==> config.mk <==
export PLATFORM = sky130hd
export DESIGN_NAME = writeback_unit
export DESIGN_NICKNAME = d
export VERILOG_FILES = /design/src/rtl/wb_pkg.sv /design/src/rtl/wb_fifo.sv /design/src/rtl/writeback_unit.sv
export SDC_FILE = /design/constraint.sdc
export NUM_CORES = 1
export LEC_CHECK = 0
export BUFFER_PORTS_ARGS = -buffer_cell sky130_fd_sc_hd__buf_4
export CORE_AREA = 2 2 184 132
export CTS_BUF_LIST = sky130_fd_sc_hd__clkbuf_4
export DETAILED_ROUTE_END_ITERATION = 6
export DIE_AREA = 0 0 186 134
export PLACE_DENSITY = 0.54
export SLEW_MARGIN = 30
export SYNTH_ARGS = -nofsm -noshare
export SYNTH_HDL_FRONTEND = slang
export SYNTH_SLANG_ARGS = --single-unit
==> constraint.sdc <==
create_clock -name clk -period 6.4 [get_ports clk]
set_input_delay 0.96 -clock clk [delete_from_list [all_inputs] [get_ports clk]]
set_output_delay 0.96 -clock clk [all_outputs]
set_load 0.03 [all_outputs]
==> src/rtl/wb_pkg.sv <==
// Shared types and defaults for the register-file writeback path.
//   wb_src_e   : identifies which producer (ALU or LSU) owns a grant.
//   wb_entry_t : one queued result {rd, data} at the default widths.
package wb_pkg;

    localparam int unsigned DEFAULT_DATA_W = 32;
    localparam int unsigned DEFAULT_ADDR_W = 5;

    typedef enum logic {
        SRC_ALU = 1'b0,
        SRC_LSU = 1'b1
    } wb_src_e;

    typedef struct packed {
        logic [DEFAULT_ADDR_W-1:0] rd;
        logic [DEFAULT_DATA_W-1:0] data;
    } wb_entry_t;

endpackage

==> src/rtl/wb_fifo.sv <==
// In-order result FIFO for the writeback unit.
// Build option: WB_QUERY_EN builds the rd compare used by hazard logic;
// without it query_hit_o/query_data_o are tied to zero.
// Ports:
//   clk, rst_n        clock, asynchronous active-low reset
//   push_i/push_rd_i/push_data_i   enqueue one entry (ignored when full)
//   pop_i             dequeue the head entry (ignored when empty)
//   head_rd_o/head_data_o          oldest entry
//   full_o/empty_o/count_o         occupancy status (from registered pointers)
//   query_rd_i/query_hit_o/query_data_o   youngest matching queued entry
module wb_fifo
    import wb_pkg::*;
#(
    parameter int unsigned DATA_W = DEFAULT_DATA_W,
    parameter int unsigned ADDR_W = DEFAULT_ADDR_W,
    parameter int unsigned DEPTH  = 4
) (
    input  logic                         clk,
    input  logic                         rst_n,
    input  logic                         push_i,
    input  logic [ADDR_W-1:0]            push_rd_i,
    input  logic [DATA_W-1:0]            push_data_i,
    input  logic                         pop_i,
    output logic [ADDR_W-1:0]            head_rd_o,
    output logic [DATA_W-1:0]            head_data_o,
    output logic                         full_o,
    output logic                         empty_o,
    output logic [$clog2(DEPTH+1)-1:0]   count_o,
    input  logic [ADDR_W-1:0]            query_rd_i,
    output logic                         query_hit_o,
    output logic [DATA_W-1:0]            query_data_o
);

    localparam int unsigned IdxW = $clog2(DEPTH);
    localparam int unsigned PtrW = IdxW + 1;
    localparam int unsigned CntW = $clog2(DEPTH + 1);

    logic [ADDR_W-1:0] rd_q   [DEPTH];
    logic [DATA_W-1:0] data_q [DEPTH];

    // Index bits plus one wrap bit distinguish full from empty.
    logic [PtrW-1:0] wptr_q, wptr_d;
    logic [PtrW-1:0] rptr_q, rptr_d;
    logic [PtrW-1:0] used;
    logic            do_push;
    logic            do_pop;

    assign used    = wptr_q - rptr_q;
    assign count_o = CntW'(used);
    assign empty_o = (wptr_q == rptr_q);
    assign full_o  = (wptr_q[IdxW-1:0] == rptr_q[IdxW-1:0]) &&
                     (wptr_q[IdxW] != rptr_q[IdxW]);

    assign do_push = push_i && !full_o;
    assign do_pop  = pop_i && !empty_o;

    assign head_rd_o   = rd_q[rptr_q[IdxW-1:0]];
    assign head_data_o = data_q[rptr_q[IdxW-1:0]];

    always_comb begin
        wptr_d = wptr_q + PtrW'(do_push);
        rptr_d = rptr_q + PtrW'(do_pop);
    end

    always_ff @(posedge clk or negedge rst_n) begin
        if (!rst_n) begin
            wptr_q <= '0;
            rptr_q <= '0;
        end else begin
            wptr_q <= wptr_d;
            rptr_q <= rptr_d;
        end
    end

    // Storage needs no reset: entries are only visible between the pointers.
    always_ff @(posedge clk) begin
        if (do_push) begin
            rd_q[wptr_q[IdxW-1:0]]   <= push_rd_i;
            data_q[wptr_q[IdxW-1:0]] <= push_data_i;
        end
    end

`ifdef WB_QUERY_EN
    logic [IdxW-1:0] q_idx;

    // Walk oldest to youngest so the last match (youngest) wins.
    always_comb begin
        query_hit_o  = 1'b0;
        query_data_o = '0;
        q_idx        = '0;
        for (int unsigned i = 0; i < DEPTH; i++) begin
            q_idx = rptr_q[IdxW-1:0] + IdxW'(i);
            if ((PtrW'(i) < used) && (query_rd_i != '0) && (rd_q[q_idx] == query_rd_i)) begin
                query_hit_o  = 1'b1;
                query_data_o = data_q[q_idx];
            end
        end
    end
`else
    logic unused_query_rd;

    assign unused_query_rd = ^query_rd_i;
    assign query_hit_o     = 1'b0;
    assign query_data_o    = '0;
`endif

endmodule

==> src/rtl/writeback_unit.sv <==
// Register-file write driver: round-robin arbitration between ALU and LSU
// results, x0 filtering, an in-order FIFO, and one commit per cycle.
// Build option: WB_QUERY_EN enables the queued-result query compare.
// Ports:
//   clk, rst_n                               clock, asynchronous active-low reset
//   alu_valid/alu_ready/alu_rd/alu_data      ALU result handshake
//   lsu_valid/lsu_ready/lsu_rd/lsu_data      load result handshake
//   wb_stall                                 holds off register-file writes
//   writeEn/writeSel/writeData               register-file write port
//   count                                    FIFO occupancy
//   query_rd/query_hit/query_data            hazard probe of queued results
module writeback_unit
    import wb_pkg::*;
#(
    parameter int unsigned DATA_W = DEFAULT_DATA_W,
    parameter int unsigned ADDR_W = DEFAULT_ADDR_W,
    parameter int unsigned DEPTH  = 4
) (
    input  logic                         clk,
    input  logic                         rst_n,
    input  logic                         alu_valid,
    output logic                         alu_ready,
    input  logic [ADDR_W-1:0]            alu_rd,
    input  logic [DATA_W-1:0]            alu_data,
    input  logic                         lsu_valid,
    output logic                         lsu_ready,
    input  logic [ADDR_W-1:0]            lsu_rd,
    input  logic [DATA_W-1:0]            lsu_data,
    input  logic                         wb_stall,
    output logic                         writeEn,
    output logic [ADDR_W-1:0]            writeSel,
    output logic [DATA_W-1:0]            writeData,
    output logic [$clog2(DEPTH+1)-1:0]   count,
    input  logic [ADDR_W-1:0]            query_rd,
    output logic                         query_hit,
    output logic [DATA_W-1:0]            query_data
);

    wb_src_e           last_q, last_d;
    logic              full, empty;
    logic              grant_alu, grant_lsu;
    logic              accept, push, pop;
    logic [ADDR_W-1:0] sel_rd, head_rd;
    logic [DATA_W-1:0] sel_data, head_data;

    always_comb begin
        // Tie goes to whichever source was not granted last time.
        grant_alu = alu_valid && (!lsu_valid || (last_q == SRC_LSU));
        grant_lsu = lsu_valid && !grant_alu;

        // Full comes from registered pointers, so a same-cycle pop cannot open ready.
        alu_ready = !full && grant_alu;
        lsu_ready = !full && grant_lsu;
        accept    = (alu_valid && alu_ready) || (lsu_valid && lsu_ready);

        sel_rd   = grant_alu ? alu_rd : lsu_rd;
        sel_data = grant_alu ? alu_data : lsu_data;

        // x0 writes complete the handshake but are never queued.
        push = accept && (sel_rd != '0);

        last_d = last_q;
        if (accept) begin
            last_d = grant_alu ? SRC_ALU : SRC_LSU;
        end

        pop       = !empty && !wb_stall;
        writeEn   = pop;
        writeSel  = pop ? head_rd : '0;
        writeData = pop ? head_data : '0;
    end

    always_ff @(posedge clk or negedge rst_n) begin
        if (!rst_n) begin
            last_q <= SRC_LSU;
        end else begin
            last_q <= last_d;
        end
    end

    wb_fifo #(
        .DATA_W (DATA_W),
        .ADDR_W (ADDR_W),
        .DEPTH  (DEPTH)
    ) u_fifo (
        .clk          (clk),
        .rst_n        (rst_n),
        .push_i       (push),
        .push_rd_i    (sel_rd),
        .push_data_i  (sel_data),
        .pop_i        (pop),
        .head_rd_o    (head_rd),
        .head_data_o  (head_data),
        .full_o       (full),
        .empty_o      (empty),
        .count_o      (count),
        .query_rd_i   (query_rd),
        .query_hit_o  (query_hit),
        .query_data_o (query_data)
    );

endmodule
# ---- Word level (Yosys, flattened, before mapping)
# Memory sizes are Yosys's and may differ from the RTL's.
# Index checks and enable logic that the tools add are counted.
dict set report totals {
  out_inout_bits 76
  mem_bits_ro 0
  mem_bits_rw 148
  mem_count 2
  latch_bits 0
  input_bits 84
  reg_bits 7
  wordCells 37
}
dict set report classes {
  addsub 3
  bitwise 0
  shifts 0
  muxes 7
  div_mod_pow 0
  reduce_logical 19
  n_eq_ne 3
  order_cmp 0
  n_mul 0
}
# memory words word_bits rd rd_clocked_by_memory_dff write_ports line_no
set mem_list {}
lappend mem_list {u_fifo.data_q 4 32 1 0 1 wb_fifo.sv:39} ;# logic [DATA_W-1:0] data_q [DEPTH];
lappend mem_list {u_fifo.rd_q 4 5 1 0 1 wb_fifo.sv:38} ;# logic [ADDR_W-1:0] rd_q [DEPTH];
# op n
set op_table {}
lappend op_table {{2-to-1 mux 32 bit} 2}
lappend op_table {{logical AND 1 bit} 11}
lappend op_table {{2-to-1 mux 5 bit} 2}
lappend op_table {{adder 3 x 1 -> 3 bit} 2}
lappend op_table {{zero test 1 bit} 5}
lappend op_table {{nonzero test 5 bit} 1}
lappend op_table {{== test 3 bit} 1}
lappend op_table {{2-to-1 mux 1 bit} 3}
lappend op_table {{subtractor 3 bit} 1}
lappend op_table {{== test 2 bit} 1}
lappend op_table {{logical OR 1 bit} 2}
lappend op_table {{inequality test 1 bit} 1}

# ---- Logic depth before layout (Yosys ltp)
# Gate-level depths: netlist of the first run.
dict set report depth {
  ltp_word 12
  mapped_depth 10
  mapped_depth_nobuf 8
}

# ---- Cells and area by module
# From an unflattened synthesis of the first run, not the netlist that was laid out.
dict set report unflattened {
  cells_unflattened 358
  hier_area_um2 6884.1
}
# module seq_area_each_um2 n_inst cells_per_inst area_each_um2
set by_module_without_submodules {}
lappend by_module_without_submodules {wb_fifo 4594.4 1 262 6032.0}
lappend by_module_without_submodules {writeback_unit 26.3 1 96 852.1}

# ---- Worst setup path after synthesis of the first run
# No wires, ideal clock.
dict set report synth_path {
  path_type {register to register}
  from {register u_fifo.rptr_q[1]}
  to {memory u_fifo.data_q[0][0] in the netlist's numbering (enable)}
  n_path_buf 2
  arrival_ns 5.337
  setup_ns 0.537
  required_ns 5.863
  stages_incl_launch_ff 8
  period_less_slack_ns 5.874
  setup_slack_ns 0.526
  cell_sequence {dfrtp_1 > buf_2 > buf_2 > inv_1 > ha_1 > nand2_1 > o22ai_1 > nor4b_1}
}
dict set report synth_via {
  elab_chain_len 10
  word_cells_on_any_way 12
}
# item line_no
set synth_rtl {}
lappend synth_rtl {{from (decl)} wb_fifo.sv:43} ;# logic [PtrW-1:0] rptr_q, rptr_d;
lappend synth_rtl {{from (signal assigned)} wb_fifo.sv:71} ;# rptr_q <= rptr_d;
lappend synth_rtl {{== test 2 bit *} wb_fifo.sv:51} ;# assign full_o = (wptr_q[IdxW-1:0] == rptr_q[IdxW-1:0]) &&
lappend synth_rtl {{logical AND 1 bit *} wb_fifo.sv:51}
lappend synth_rtl {{zero test 1 bit *} {wb_fifo.sv:54, writeback_unit.sv:52, writeback_unit.sv:53}}
lappend synth_rtl {{logical AND 1 bit, on equally long branches} {writeback_unit.sv:52, writeback_unit.sv:53}}
lappend synth_rtl {{logical AND 1 bit} writeback_unit.sv:54} ;# accept = (alu_valid && alu_ready) || (lsu_valid && lsu_ready);
lappend synth_rtl {{logical OR 1 bit} writeback_unit.sv:54}
lappend synth_rtl {{logical AND 1 bit} writeback_unit.sv:60} ;# push = accept && (sel_rd != '0);
lappend synth_rtl {{logical AND 1 bit *} wb_fifo.sv:54} ;# assign do_push = push_i && !full_o;
lappend synth_rtl {{2-to-1 mux 1 bit *} wb_fifo.sv:77} ;# if (do_push) begin
lappend synth_rtl {{2-to-1 mux 1 bit (not written as such) *} wb_fifo.sv:79} ;# data_q[wptr_q[IdxW-1:0]] <= push_data_i;
lappend synth_rtl {{to (decl)} wb_fifo.sv:39}
# Every way passes the cells marked *; elsewhere a longest branch is shown, timed or not.

# ---- Worst setup path after layout of the first run
dict set report layout_path {
  from {register u_fifo.rptr_q[0]}
  to {output writeSel[0]}
}
dict set report layout_via {
  elab_chain_len 4
  word_cells_on_any_way 5
}
# item line_no
set layout_rtl {}
lappend layout_rtl {{== test 3 bit} wb_fifo.sv:50} ;# assign empty_o = (wptr_q == rptr_q);
lappend layout_rtl {{zero test 1 bit} writeback_unit.sv:67} ;# pop = !empty && !wb_stall;
lappend layout_rtl {{logical AND 1 bit} writeback_unit.sv:67}
lappend layout_rtl {{2-to-1 mux 5 bit *} writeback_unit.sv:69} ;# writeSel = pop ? head_rd : '0;
lappend layout_rtl {{to (decl)} writeback_unit.sv:31} ;# output logic [ADDR_W-1:0] writeSel,
# Marked as above.

==> impl_results.md, run 1 <==
- Status: complete, no violations
- Cts hold-fix bufs: 0
- CP max FO: 38
- Final WL: ~13000 um
- Fmax: 285 MHz
- Ant diodes: 0
- Num rows: 47
- CP arrival: 2.55 ns
- Main flop type after synthesis: edfxtp_1
- Htree depth: 4
- Endpoint class of the critical path: output port
- Clock-pin slew on the worst setup and hold paths: 0.13 ns
- Full die area: 24900 sq um
- Post-Synth Simple-Gate Area: 4.90%
- Routability cong.: 0.643
- Port-buffer cells: 121
- Post-synthesis sequential area ratio: 67.8%
- Crit path max-delay family: buffers and inverters
- Actual slew at the worst max-slew pin: between 0.7 and 0.8 ns
- Dpl hpwl: 8040 um
- Main combinational cell family by area after synthesis: multiplexers
- Clk buf depth: 2
- Synthesized flop and latch total: 155
- Vias per cell: approximately 4.2
- Compound-Gate Fraction of Synth Area: 0.845%
- Largest net degree at the start of global routing: 40
- Mux contribution to synthesized area: 18.4%
- Iter 0 DRT Violations: 132
- Distinct cells, synth: 32
- R2R depth: 6
- Fill cells: around 2200
- Max Cap Violations: 0
- Share of cells above drive strength 1: around half
- Synth Area in XOR/XNOR: less than 1%
- CTS tree: built
- Mean Syn Cell Area: 19.0 sq um
- Horiz. Die Dim: 186 um
- Total I/O pin count: 160
- Global-route wire length before repair: 20000 um
- Metal3 WL: 807 um
- Grt total ovfl: 0
- Max transition margin: 47.4%
- Initial Util: 29.3%
- Endpoints failing hold: 0
- Mapped Cells: 358
- Die height: about 130 um
- Antenna violations before repair: 0
- EDFF count, synth: 148
- Reg2reg start: u_fifo.wptr_q[0]
- Max Slew Vio Count: 0
- RSZ-0062 raised after global routing: no
- Warnings, synthesis: 0
- FFs w/ async S/R, synth: 4.52%
- Sink Count: 155
- Top layer in use: met4
- Cell area after synthesis: 6820 sq um
- Vias in the first global route: 3541
- Worst endpoint required time: 5.44 ns
- ANT nets after route: 0
- Final setup fails: 0
- Wl on met1: roughly 6000 um
- CP max-delay cell: mux4_1
- Tightest Hold Check Type: input port to async pin
- CTS resizes: 0
- Final net count: a little under 600
- # DRC: 0
- Postcts setup bufs: 0
- Reg-to-Reg End: u_fifo.data_q[2][15]
- R2R Setup Slk: 3.96 ns
- Min Tclk post-route: 3.51 ns
- Setup_tns: 0 ns
- Most frequent cells after synthesis: edfxtp_1 (148), and2_1 (37), mux2_2 (37)
- Worst path bufs/invs: 2
- Core Footprint: around 23000 sq um
- DR pass1 iterations: 4
- Crit path kind: flip-flop to output port
- Worst setup slack after layout: a little under 3 ns
- WL/cell: between 15 and 20 um
- Startpoint types: flip-flop
- Area growth, synth to finish: 20.8%
- Root Buffer: clkbuf_4
- Via count: about 3500
- Top-area cell type share of the netlist area: between 60 and 70%
- Post-Synth Adder-Cell Area: between 1 and 1.5%
- Post-Place Worst Slack: 3.12 ns
- GRT Total Usage: 11.0%
- Delay of the slowest critical-path stage: 0.66 ns
- Clk_lat worst skew: roughly 0.52 ns
- LEAKAGE: 2.98 nW
- Most common cell on crit path: buf_4
- Ranking of synthesized cells by area: edfxtp_1 (65%), mux4_2 (12%), mux2_2 (6.1%)
- CP Cell Sequence: buf_4, mux4_1, and2_1, buf_4
- Leading area contributor after synthesis: edfxtp_1
- Power Density: 477 nW/um^2
- Count leader, synth: edfxtp_1
- TritonCTS buffer count: 17
- Final Cycle Share: 54.8%
- Metal2 WL: 6540 um
- VDD IR-drop max: 0.000261 V
- Setup Skew: 0.0175 ns
-- area by class of cell --
cell class	instances	area, sq um	share of cell area (%)
sequential	155	4620	56.1
tap	318	398	4.83
clock buffer	18	135	1.64
inverter	6	22.5	0.274
multi-input combinational	180	1950	23.7
clock inverter	14	120	1.46
timing repair buffer	128	981	11.9
-- layer usage --
layer | vias to the layer above | GRT usage, %
met1 | 1754 | 14.1
met4 | 0 | 2.49
met5 | - | 0
li1 | 1597 | -
met3 | 9 | 3.23
met2 | 105 | 18.4
-- power by group --
part | total (mW) | switching (mW) | internal (mW) | leakage [nW]
logic | 1.78 | 1.05 | 0.724 | 1.40
registers | 1.61 | 0.0771 | 1.53 | 1.45
clock network | 0.542 | 0.344 | 0.197 | 0.127
total | 3.92 | 1.47 | 2.45 | 2.98
-- logic make-up after synthesis --
logic type | Yosys count
compound gates | 7
xor+xnor | 4
fa+ha+maj | 7
buf+inv | 55
flops | 155
mux | 74
other cells | 1
simple gates | 55
-- layout by cell type, fill, tap and decap left out, drive strengths merged --
cell type / instances
nor4: 4
nor4b: 1
mux4: 37
dfstp: 1
nor3: 1
clkinvlp: 5
bufinv: 1
xor2: 2
a211oi: 1
a21oi: 1
dfrtp: 6
and4b: 1
ha: 6
a31oi: 2
fa: 1
xnor2: 2
o22ai: 1
nor2: 3
buf: 128
clkbuf: 18
or4: 1
nand2b: 1
edfxtp: 148
clkinv: 4
nand2: 6
inv: 10
o21ai: 1
conb: 33
a2bb2oi: 1
mux2: 37
and2: 37
-- worst max-delay path by stage --
stage / start / cells past startpoint / endpoint / slack [ns]
5_1_grt: u_fifo.rptr_q[0] / 4 / writeSel[0] / 2.64
2_1_floorplan: u_fifo.rptr_q[1] / 7 / u_fifo.data_q[0][0] / 0.53
6_report: u_fifo.rptr_q[0] / 4 / writeSel[0] / 2.89
4_1_cts: u_fifo.rptr_q[0] / 4 / writeSel[0] / 2.72
3_3_place_gp: wb_stall / 4 / writeData[31] / 2.89
3_5_place_dp: lsu_valid / 5 / alu_ready / 3.12
-- sequential cells by signal, summed over array words and instances (netlist names) --
signal	count
u_fifo.wptr_q	3
last_q	1
u_fifo.rptr_q	3
u_fifo.data_q	128
u_fifo.rd_q	20
-- metrics by stage --
step / hold WS, ns / cells / power, mW / utilization, % / instance area [sq um]
after floorplan: 0.445 / 390 / 2.90 / - / 6940
after global placement: 0.468 / 786 / 3.41 / 34.2 / 7950
after detailed placement: 0.470 / 787 / 3.46 / 34.3 / 7970
after CTS: 0.148 / 819 / 4.01 / 35.4 / 8230
after global routing: 0.148 / 819 / 4.17 / 35.4 / 8230
final: 0.220 / 819 / 3.92 / 35.4 / 8230
(Power assumes the default switching activity.)
==> run 2: changes to the inputs <==
Settings changed: ABC_AREA from default to 1, CORE_AREA 2 2 184 132 to 2 2 187 134, DIE_AREA 0 0 186 134 to 0 0 189 136.
Clock period 6.4 ns to 3.4 ns, I/O delays scaled along.
==> impl_results.md, run 2 <==
- LEAKAGE: between 3 and 4 nW
- Die height: 136 um
- Full die area: between 20000 and 30000 sq um
- Synthesized flop and latch total: 155
- Vias per cell: 4.29
- Worst setup slack after layout: between 0.2 and 0.3 ns
- Clk_lat worst skew: 0.55 ns
- Final WL: roughly 17000 um
- Hold slack: approximately 0.27 ns
- DR pass1 iterations: 5
- Reg-to-Reg End: u_fifo.data_q[1][14]
- Final Cycle Share: 92.3%
- Total I/O pin count: 160
- R2R Setup Slk: 0.52 ns
- Status: complete, no violations
- CP Cell Sequence: inv_1, ha_1, a31oi_4, inv_2, buf_6, a21oi_1, buf_4
- Post-route cell area: 8480 sq um
- Final net count: 859
- Power Density: 932 nW/um^2
- Horiz. Die Dim: 189 um
- CP arrival: 2.63 ns
- Util after Layout: between 30% and 40%
- Warnings, synthesis: 0
- Crit path kind: flip-flop to output port
- Flip-flop and latch area: between 4000 and 5000 sq um
- Port-buffer cells: between 100 and 150
- ANT nets after route: 0
- Reg2reg start: last_q
- CTS tree: built
- GRT Total Usage: 13.1%
- HP Start: lsu_valid
- Count leader, synth: nor2_1
- Ant diodes: 0
- Tightest Hold Check Type: input port to flip-flop
- RSZ-0062 raised after global routing: no
- Hold Path End: last_q
- Iter 0 DRT Violations: 272
- # DRC: 0
- Main flop type after synthesis: edfxtp_1
- Dpl cells: ~1100
- Dpl hpwl: 10100 um
- Num rows: 48
- Fin cells: 1106
- Distinct cells, synth: 27
- Mapped Cells: between 600 and 700
- Clk buf depth: 2
- EDFF count, synth: 148
- R2R depth: 9
- Sink Count: between 150 and 200
- Antenna violations before repair: 0
- Via count: 4744
- Max Slew Vio Count: 0
- Global-route wire length before repair: between 20000 and 30000 um
- CP max-delay cell: dfrtp_1
- Cell area after synthesis: 7070 sq um
- Grt total ovfl: 0
- Clock-pin slew on the worst setup and hold paths: 0.14 ns
- Delay of the slowest critical-path stage: roughly 0.4 ns
- Leading area contributor after synthesis: edfxtp_1
- Ranking of synthesized cells by area: edfxtp_1 (63%), nor2_1 (8.1%), nand2_1 (5.9%)
- Post-Place Worst Slack: ~0.37 ns
- Share of cells above drive strength 1: a little over a quarter
- Hold path cells: 3
- Setup Skew: 0.0349 ns
- Largest net degree at the start of global routing: 76
- CP max FO: 22
- Final setup fails: 0
- Top-area cell type share of the netlist area: 62.8%
- Most frequent cells after synthesis: nor2_1 (152), edfxtp_1 (148), nand2_1 (112)
- Startpoint types: flip-flop
- Actual slew at the worst max-slew pin: roughly 0.86 ns
- Routability cong.: 0.697
- Fill cells: roughly 2400
- Footprint of the multi-input gates: about 2100 sq um
- Initial Util: 29.4%
- WL/cell: 15.1 um
- Core Footprint: ~24000 sq um
- FFs w/ async S/R, synth: 4.52%
- Root Buffer: clkbuf_4
- Endpoint class of the critical path: output port
- Post-synthesis sequential area ratio: 65.3%
- Postcts setup bufs: 0
- Endpoints failing hold: 0
- Commonest non-fill, non-tap cells in the layout: nor2_1 (148), edfxtp_1 (148), buf_4 (130), nand2_1 (112), o21ai_0 (76)
- Max Cap Violations: 0
- VDD IR-drop max: ~0.00036 V
- Max transition margin: 42.5%
- Vias in the first global route: 4386
- Worst endpoint required time: 2.89 ns
- Htree depth: 4
- DP Area: 8200 sq um
- Mean Syn Cell Area: around 11 sq um
- Fmax: 319 MHz
- TritonCTS buffer count: 17
- Min Tclk post-route: 3.14 ns
- Max reg flops: 128
- Area growth, synth to finish: 19.9%
-- run 2: cell types whose count changed in the layout (fill, tap and decap cells not counted), moves of 30 or more --
| cell | before | now |
|---|---|---|
| nor2_1 | 3 | 148 |
| nand2_1 | 5 | 112 |
| o21ai_0 | 1 | 76 |
| and2_1 | 37 | 0 |
| mux2_2 | 37 | 0 |
| mux4_2 | 36 | 0 |
| a21oi_2 | 0 | 30 |
-- run 2: repair_timing --
action | in CTS | in global routing
setup endpoints to repair | 0 | 19
gates resized for setup | 0 | 1
hold buffers | 1 | 0
hold endpoints to repair | 7 | 0
-- run 2: worst max-delay path by stage --
stage          cells after the start              endpoint        startpoint
2_1_floorplan                      7   u_fifo.data_q[0][0]  u_fifo.rptr_q[1]
3_3_place_gp                       9  u_fifo.data_q[1][12]         lsu_valid
3_5_place_dp                       9  u_fifo.data_q[1][12]         lsu_valid
4_1_cts                            7         writeData[31]  u_fifo.wptr_q[0]
5_1_grt                            7         writeData[31]  u_fifo.wptr_q[0]
6_report                           7         writeData[31]  u_fifo.wptr_q[0]
-- run 2: logic make-up after synthesis --
| kind of cell | share of synthesized area, % |
|---|---|
| XOR/XNOR | 0.372 |
| AO/OA/AOI/OAI | 10.4 |
| buffers and inverters | 7.57 |
| other | 0.0530 |
| adder cells (fa/ha/maj) | 1.34 |
| flip-flops | 65.3 |
| AND/OR/NAND/NOR | 14.9 |
-- run 2: critical path: cells and delay by family (launching register included) --
family / cells / cell delay [ns]
AOI/OAI and AO/OA: 2 / 0.24
DFF: 1 / 0.41
buffers and inverters: 4 / 1.05
adders and majority gates: 1 / 0.41
-- run 2: stage by stage --
stage               setup TNS (ns)  total power [mW]
detailed placement               0              6.91
global placement                 0              6.89
finish                           0              7.90
CTS                              0              8.00
global route                     0              8.42
floorplan                    -6.61              5.64
-- run 2: report_power, final --
group          switching, mW  total (mW)  internal (mW)
logic                   2.67        3.80           1.13
clock network          0.718        1.10          0.377
registers              0.136        3.00           2.87
total                   3.53        7.90           4.37
-- run 2: routing by layer --
layer / global-route usage (%) / up-vias / routed length (um)
met1: 18.1 / 2229 / 8130
met5: 0 / - / 0
li1: - / 2364 / -
met2: 20.5 / 142 / 7570
met4: 3.13 / 0 / 119
met3: 3.25 / 9 / 883
-- run 2: area by class of cell --
class / instances / area share [%]
clock buffers: 17 / 1.51
repair buffers: 133 / 12.0
inverters: 26 / 1.15
well taps: 325 / 4.80
multi-input cells: 435 / 24.4
clock inverters: 15 / 1.62
flip-flops and latches: 155 / 54.5
==> run 3: changes to the inputs <==
Settings changed: BUFFER_PORTS_ARGS -buffer_cell sky130_fd_sc_hd__buf_4 to -buffer_cell sky130_fd_sc_hd__buf_2, REMOVE_ABC_BUFFERS from default to 1.
==> impl_results.md, run 3 (synthesized netlist as in run 2, its figures left out) <==
- Clk_lat worst skew: 0.52 ns
- Horiz. Die Dim: 189 um
- CP max FO: 28
- Max Slew Vio Count: 0
- Clock-pin slew on the worst setup and hold paths: roughly 0.13 ns
- ANT nets after route: 0
- # DRC: 0
- HP Start: lsu_valid
- Clock share of power: 17.6%
- Area growth, synth to finish: 17.2%
- Crit path kind: flip-flop to output port
- Fmax: 327 MHz
- Worst setup slack after layout: 0.345 ns
- Worst endpoint required time: 2.89 ns
- GRT Total Usage: 12.7%
- Iter 0 DRT Violations: 288
- Full die area: 25700 sq um
- Clk buf depth: 2
- Tightest Hold Check Type: input port to flip-flop
- DP Area: roughly 8000 sq um
- Root Buffer: clkbuf_4
- Internal Dissipation: 4.54 mW
- Sink Count: 155
- Largest net degree at the start of global routing: 76
- Combinational Power Share: 44.6%
- Endpoints failing hold: 0
- Vias in the first global route: 4373
- Reg2reg start: u_fifo.wptr_q[0]
- Final setup fails: 0
- Max Cap Violations: 0
- Final net count: 861
- Share of cells above drive strength 1: 26.9%
- Min Tclk post-route: 3.05 ns
- Setup_tns: 0 ns
- Antenna violations before repair: 1
- Global-route wire length before repair: 24200 um
- Grt total ovfl: 0
- Final Cycle Share: between 80 and 90%
- Core Footprint: 24100 sq um
- RSZ-0062 raised after global routing: no
- Post-Place Worst Slack: approximately 0.6 ns
- Commonest non-fill, non-tap cells in the layout: nor2_1 (148), edfxtp_1 (148), buf_2 (121), nand2_1 (112), o21ai_0 (76)
- Startpoint types: flip-flop
- Via count: ~4700
- Reg power frac: 37.8%
- Vias per cell: about 4.2
- Setup Skew: roughly 0.013 ns
- Endpoint class of the critical path: output port
- LEAKAGE: 3.32 nW
- Power Density: 956 nW/um^2
- TritonCTS buffer count: 17
- CTS tree: built
- Actual slew at the worst max-slew pin: 0.847 ns
- Num rows: 48
- Initial Util: 29.4%
- Max transition margin: 43.5%
- Dpl hpwl: 9510 um
- WL/cell: 14.3 um
- Net Switching: about 3.4 mW
- Switching share of power: 42.7%
- CP arrival: 2.54 ns
- VDD IR-drop max: 0.000431 V
- Die height: 136 um
- Max reg flops: 128
- R2R depth: 7
- Total I/O pin count: 160
- Htree depth: 4
- Routability cong.: around 0.68
- Hold Path End: last_q
- Final WL: 15900 um
- R2R Setup Slk: about 0.90 ns
- Status: complete, no violations
- Hold slack: 0.275 ns
- Reg-to-Reg End: u_fifo.data_q[0][5]
- DR pass1 iterations: 4
- Fill cells: 2483
- Hold path cells: 3
- Port-buffer cells: roughly 120
- Post-route cell area: 8290 sq um
-- run 3: cell types whose count changed in the layout (fill, tap and decap cells not counted), sizes merged --
cell      before  now
clkinv         5    7
clkbuf        17   18
diode          0    1
bufinv         1    6
inv           33   27
buf          132  134
clkinvlp       2    0
-- run 3: what timing repair did --
| item | in CTS | in global routing |
|---|---|---|
| hold endpoints to repair | 7 | 0 |
| setup endpoints to repair | 10 | 0 |
| gates resized for setup | 1 | 0 |
| hold buffers | 1 | 0 |
| buffers inserted | 0 | 0 |
-- run 3: cell type report --
class | count | area [sq um] | share of cell area [%]
Inverter | 26 | 100 | 1.21
Clock buffer | 18 | 135 | 1.63
Timing Repair Buffer | 135 | 713 | 8.61
Sequential cell | 155 | 4620 | 55.8
Tap cell | 325 | 407 | 4.91
Clock inverter | 14 | 241 | 2.91
Antenna cell | 1 | 2.50 | 0.0302
Multi-Input combinational cell | 435 | 2070 | 24.9
-- run 3: how the worst max path moves through the flow --
stage	cells after the start	startpoint	slack [ns]	endpoint
3_3_place_gp	7	u_fifo.wptr_q[0]	0.65	writeData[28]
4_1_cts	7	u_fifo.wptr_q[0]	0.23	writeData[28]
2_1_floorplan	6	u_fifo.rptr_q[1]	-1.06	u_fifo.data_q[0][0]
5_1_grt	7	u_fifo.wptr_q[0]	0.1	writeData[28]
3_5_place_dp	7	u_fifo.wptr_q[0]	0.60	writeData[28]
6_report	7	u_fifo.wptr_q[0]	0.35	writeData[28]
-- run 3: stage by stage --
step | util, % | power, mW | cells
after floorplan | - | 5.46 | 616
after global routing | 34.4 | 8.51 | 1109
after global placement | 32.8 | 6.64 | 1075
final | 34.4 | 7.93 | 1109
after detailed placement | 32.8 | 6.69 | 1075
after CTS | 34.4 | 8.09 | 1108
-- run 3: power groups by stage --
stage	Sequential [mW]	Combinational, mW	Clock [mW]
after floorplan	3.17	2.28	0
after global placement	3.04	3.60	0
after detailed placement	3.05	3.64	0
after CTS	3.00	3.65	1.44
after global routing	3.05	3.95	1.51
final	3.00	3.54	1.39
-- run 3: critical path, cell delays in order (launching register included) --
cell,delay [ns]
dfrtp_1,0.41
inv_1,0.09
ha_1,0.39
a31oi_4,0.13
inv_4,0.40
buf_4,0.33
a21oi_2,0.07
buf_2,0.18
-- run 3: routing by layer --
layer  wire, um  GRT usage (%)  vias to the layer above
li1           -              -                     2368
met4         65           3.78                        0
met1       7520           16.5                     2176
met3        671           3.10                        2
met5          0              0                        -
met2       7620           21.2                      111
